### src/rtl/inst_fetch.sv
// Instruction fetch: PC register, sync-ROM request, valid/ready delivery to the decoder.
// Latency: request in cycle N, inst_valid in cycle N+2; one instruction per cycle while ready.
// Backpressure: output register plus one-entry skid; issue stalls once two entries are committed.
module inst_fetch #(
    parameter int                    PC_WIDTH    = 8,
    parameter int                    INST_WIDTH  = 16,
    parameter logic [PC_WIDTH-1:0]   RESET_PC    = '0,
    parameter logic [3:0]            HALT_OPCODE = 4'b1111
) (
    input  logic                  clk,
    input  logic                  rst_n,
    output logic                  imem_en,
    output logic [PC_WIDTH-1:0]   imem_addr,
    input  logic [INST_WIDTH-1:0] imem_rdata,
    input  logic                  redirect_valid,
    input  logic [PC_WIDTH-1:0]   redirect_pc,
    output logic                  inst_valid,
    input  logic                  inst_ready,
    output logic [INST_WIDTH-1:0] instruction,
    output logic [PC_WIDTH-1:0]   inst_pc,
    output logic                  halted
);

    localparam logic [0:0] ST_FETCH = 1'b0;
    localparam logic [0:0] ST_HALT  = 1'b1;
    localparam logic [PC_WIDTH-1:0] PC_ONE = {{(PC_WIDTH-1){1'b0}}, 1'b1};

    logic [0:0]            state;
    logic [PC_WIDTH-1:0]   pc;
    logic                  rsp_pending;
    logic [PC_WIDTH-1:0]   rsp_pc;
    logic                  out_valid;
    logic [INST_WIDTH-1:0] out_inst;
    logic [PC_WIDTH-1:0]   out_pc;
    logic                  skid_valid;
    logic [INST_WIDTH-1:0] skid_inst;
    logic [PC_WIDTH-1:0]   skid_pc;

    logic       accept;
    logic       out_free;
    logic       halt_rsp;
    logic       rsp_wr;
    logic [2:0] occ;
    logic [2:0] occ_after;
    logic       issue;

    assign accept    = out_valid & inst_ready;
    assign out_free  = ~out_valid | accept;
    assign halt_rsp  = rsp_pending & (imem_rdata[INST_WIDTH-1:INST_WIDTH-4] == HALT_OPCODE);
    assign rsp_wr    = rsp_pending & ~halt_rsp & ~redirect_valid;
    assign occ       = {2'b00, out_valid} + {2'b00, skid_valid} + {2'b00, rsp_pending};
    assign occ_after = occ - {2'b00, accept};
    assign issue     = (state == ST_FETCH) & ~redirect_valid & ~halt_rsp & (occ_after < 3'd2);

    // Gated by rst_n so no request is visible while reset is held.
    assign imem_en   = issue & rst_n;
    assign imem_addr = pc;

    assign inst_valid  = out_valid;
    assign instruction = out_inst;
    assign inst_pc     = out_pc;
    assign halted      = (state == ST_HALT) & ~out_valid & ~skid_valid;

    always_ff @(posedge clk or negedge rst_n) begin
        if (!rst_n) begin
            state       <= ST_FETCH;
            pc          <= RESET_PC;
            rsp_pending <= 1'b0;
            rsp_pc      <= '0;
        end else if (redirect_valid) begin
            state       <= ST_FETCH;
            pc          <= redirect_pc;
            rsp_pending <= 1'b0;
        end else begin
            if (halt_rsp) begin
                state <= ST_HALT;
            end
            rsp_pending <= issue;
            if (issue) begin
                pc     <= pc + PC_ONE;
                rsp_pc <= pc;
            end
        end
    end

    // Skid contents always move to the output before a fresh response does.
    always_ff @(posedge clk or negedge rst_n) begin
        if (!rst_n) begin
            out_valid  <= 1'b0;
            out_inst   <= '0;
            out_pc     <= '0;
            skid_valid <= 1'b0;
            skid_inst  <= '0;
            skid_pc    <= '0;
        end else if (redirect_valid) begin
            out_valid  <= 1'b0;
            skid_valid <= 1'b0;
        end else if (out_free) begin
            if (skid_valid) begin
                out_valid  <= 1'b1;
                out_inst   <= skid_inst;
                out_pc     <= skid_pc;
                skid_valid <= rsp_wr;
                if (rsp_wr) begin
                    skid_inst <= imem_rdata;
                    skid_pc   <= rsp_pc;
                end
            end else if (rsp_wr) begin
                out_valid <= 1'b1;
                out_inst  <= imem_rdata;
                out_pc    <= rsp_pc;
            end else begin
                out_valid <= 1'b0;
            end
        end else if (rsp_wr) begin
            skid_valid <= 1'b1;
            skid_inst  <= imem_rdata;
            skid_pc    <= rsp_pc;
        end
    end

endmodule

### config.mk
export PLATFORM = sky130hd
export DESIGN_NAME = inst_fetch
export DESIGN_NICKNAME = d
export VERILOG_FILES = /design/src/rtl/inst_fetch.sv
export SDC_FILE = /design/constraint.sdc
export NUM_CORES = 1
export LEC_CHECK = 0
export CAP_MARGIN = 20
export CORE_ASPECT_RATIO = 0.9
export CORE_MARGIN = 3
export CORE_UTILIZATION = 51
export DETAILED_ROUTE_END_ITERATION = 8
export PLACE_DENSITY = 0.81
export SLEW_MARGIN = 20
export SYNTH_ARGS = -nofsm -noshare
export SYNTH_HDL_FRONTEND = slang
export SYNTH_SLANG_ARGS = --single-unit
### constraint.sdc
create_clock -name clk -period 3.6 [get_ports clk]
set_clock_uncertainty 0.1 [all_clocks]
set_input_delay 0.9 -clock clk [delete_from_list [all_inputs] [get_ports clk]]
set_output_delay 0.9 -clock clk [all_outputs]
set_load 0.02 [all_outputs]
==> results.md <==
- Met3 Resource Use GR: 0.0467
- Reg clk slew, reported paths: 70 ps
- Cells after synthesis: 260
- Final min period: between 3000 and 4000 ps
- Status: completed
- Ys flop type: dfrtp_1
- Post-route ant nets: 0
- Largest cells by area after synthesis: dfrtp_1, mux2_2, o22ai_1
- Peak supply drop: 0.328 mV
- CP startpoint kind: primary input
- Worst path required time: about 2600 ps
- RSZ-0062 raised after global routing: no
- Post-Syn Area: 0.00304 mm^2
- Final TNS setup: 0 ps
- Final net count: 365
- Final worst slack: approximately 84 ps
- DRC errors left: 0
- Port bufs: 62
- Die X: about 87 um
- Clk buf depth: 2
- Multi-input logic area: 0.00127 mm^2
- Synthesized area per cell: 11.7 um^2
- Root buffer cell: clkbuf_8
- Final period util: 0.977
- Clock latency on the worst-skew pair: 340 ps
- Final Instance Area: between 0.004 and 0.005 mm^2
- Max H-tree Level: 3
- Number of synthesized flops with an enable pin: 0
- Clk sinks: 68
- M1 GR Usage: 0.311
- Vias/cell: just over 6
- Antenna diodes: 0
- CTS tree: built
- Distinct cells, synth: 39
- FF/Latch Area: ~0.0017 mm^2
- WL/cell: 18.3 um
- Placer Congestion: between 0.8 and 0.9
- Cell with the most instances after synthesis: dfrtp_1
- Cell type with the highest aggregate area in the netlist: dfrtp_1
- Max Clock Freq: 284 MHz
- Post-synth net total: slightly below 300
- DP Worst Slack: -801 ps
- Die H: 79.3 um
- Power Dens Cells: 546 mW/mm^2
- Row count: 26
- Crit end category: output port
- Grt total ovfl: 0
- Starting density of the core: 0.531
- Clock buffer count from CTS: 9
- Yosys top cell area share: 0.559
- Total die area: between 0.006 and 0.007 mm^2
- Post-Place Cells: ~390
- WHS: 411 ps
- Met2 global-route usage: 0.341
- CP max FO: 3
- Post-synthesis register bit count: between 60 and 70
- Non-Filler Instances: 409
- Core Area: 0.00573 mm^2
- Layout area overhead: 32.1%
- Share of layout cells above drive strength 1: 0.242
- Most used routing layer: met2
- Number of global-route vias before repair: around 2,500
- Final WL: 7.50 mm
- Final Hold Viols: 0
- Static Leak: 1.73 nW
- Ys async rst share: 1.00
- Worst-Margin Slew: 1090 ps
- Design Power: 2.19 mW
- Crit path DAT: 2520 ps
- Via total after detailed routing: 2,467
- Largest net degree at the start of global routing: 69
- Sequential fraction of the synthesis area: 0.559
- # IOs: 63
- Core Util, Final: 0.702
- Drt initial violations: 195
- Placed inst area: 0.00379 mm^2
- Maximum Capacitance Violations: 0
- Slew HR: 0.276
- Post-DP HPWL: 4.84 mm
- Fillers: 400
- Hold crit path type: reg -> reg
- Synth warn: 0
- Final Setup Violations: 0
- Global-route wire length before repair: around 12 mm
- Pre-antenna DRT Iters: 4
- Total global-route track usage: 0.223
- Synth top cells by count: dfrtp_1, o22ai_1, mux2_2
- Slew Viols, Final: 0
- Initial antenna violation count: 0
- Kind of critical path: in -> out
[final timing paths]
kind                             from               to  slack, ps  depth (start not counted)
min                        skid_pc[3]       skid_pc[3]        410                          1
max in group asynchronous       rst_n     imem_addr[5]       2150                          2
max                        inst_ready          imem_en         80                         10
min in group asynchronous       rst_n  instruction[11]        700                          2
min reg2reg                skid_pc[3]       skid_pc[3]        410                          1
max reg2reg                inst_valid     imem_addr[7]        900                         10
[layout by cell type, fill, tap and decap left out, types with 2 or more instances in the layout]
master / synthesis / routed
inv_1: 5 / 5
nor3_4: 2 / 2
or3_1: 3 / 3
o21ai_0: 3 / 3
dfrtp_1: 68 / 68
nand2b_1: 3 / 3
o22ai_1: 48 / 48
a31oi_1: 5 / 5
buf_4: 0 / 19
clkbuf_8: 0 / 9
and2_4: 0 / 2
clkinv_4: 0 / 2
nand2_1: 2 / 2
a221o_1: 2 / 2
buf_2: 6 / 2
nor2_1: 8 / 7
or4_1: 3 / 3
o31ai_1: 2 / 2
clkinv_2: 0 / 4
clkdlybuf4s50_1: 0 / 59
mux2_2: 32 / 32
nand3_1: 2 / 2
ha_1: 3 / 3
a21oi_1: 27 / 26
nor2b_1: 3 / 3
nor3_1: 3 / 3
[cell type report]
cell class,count,area share
Sequential cell,68,0.423
Inverter,5,0.00467
Clock buffer,9,0.0308
Timing Repair Buffer,81,0.188
Multi-Input combinational cell,169,0.315
Clock inverter,7,0.0168
Tap cell,70,0.0218
[state kept, by name, summed over array words and instances (netlist names)]
| signal | count |
|---|---|
| imem_addr | 8 |
| inst_pc | 8 |
| inst_valid | 1 |
| instruction | 16 |
| rsp_pc | 8 |
| rsp_pending | 1 |
| skid_inst | 16 |
| skid_pc | 8 |
| skid_valid | 1 |
| state | 1 |
[what timing repair did]
action / 4_1_cts / 5_1_grt
gates resized for setup: 14 / 1
endpoints found under the setup margin: 1 / 1
buffers inserted: 2 / 0
pin swaps: 6 / 0
hold buffers: 0 / 0
gates cloned: 0 / 0
[power breakdown]
part           internal, mW  leakage (nW)  switching [mW]
registers             0.925         0.865           0.117
logic                 0.301         0.766           0.243
clock network         0.317         0.103           0.291
[cells by family (layout without fill, tap and decap cells)]
| family | Yosys count | count (layout) | synth area share |
|---|---|---|---|
| buffers and inverters | 23 | 102 | 0.0333 |
| muxes | 32 | 32 | 0.118 |
| and+or+nand+nor | 37 | 37 | 0.0769 |
| xor gates and xnor gates | 2 | 2 | 0.00576 |
| AOI/OAI and AO/OA | 94 | 94 | 0.191 |
| DFF | 68 | 68 | 0.559 |
| adders and majority gates | 4 | 4 | 0.0156 |
[per-layer routing]
metal  vias to the layer above  routed length [um]
met5                         -                   0
met4                         0                  62
met3                         5                 510
met2                        94                3560
met1                      1219                3370
li1                       1149                   -
[critical path, stage by stage]
cell     delay (ps)
buf_2           110
and2_4          130
ha_1            260
inv_1            40
ha_1            320
a21oi_4         170
xnor2_2         120
nor3_4          180
and2_4          180
buf_6           110
(Power assumes the default switching activity.)
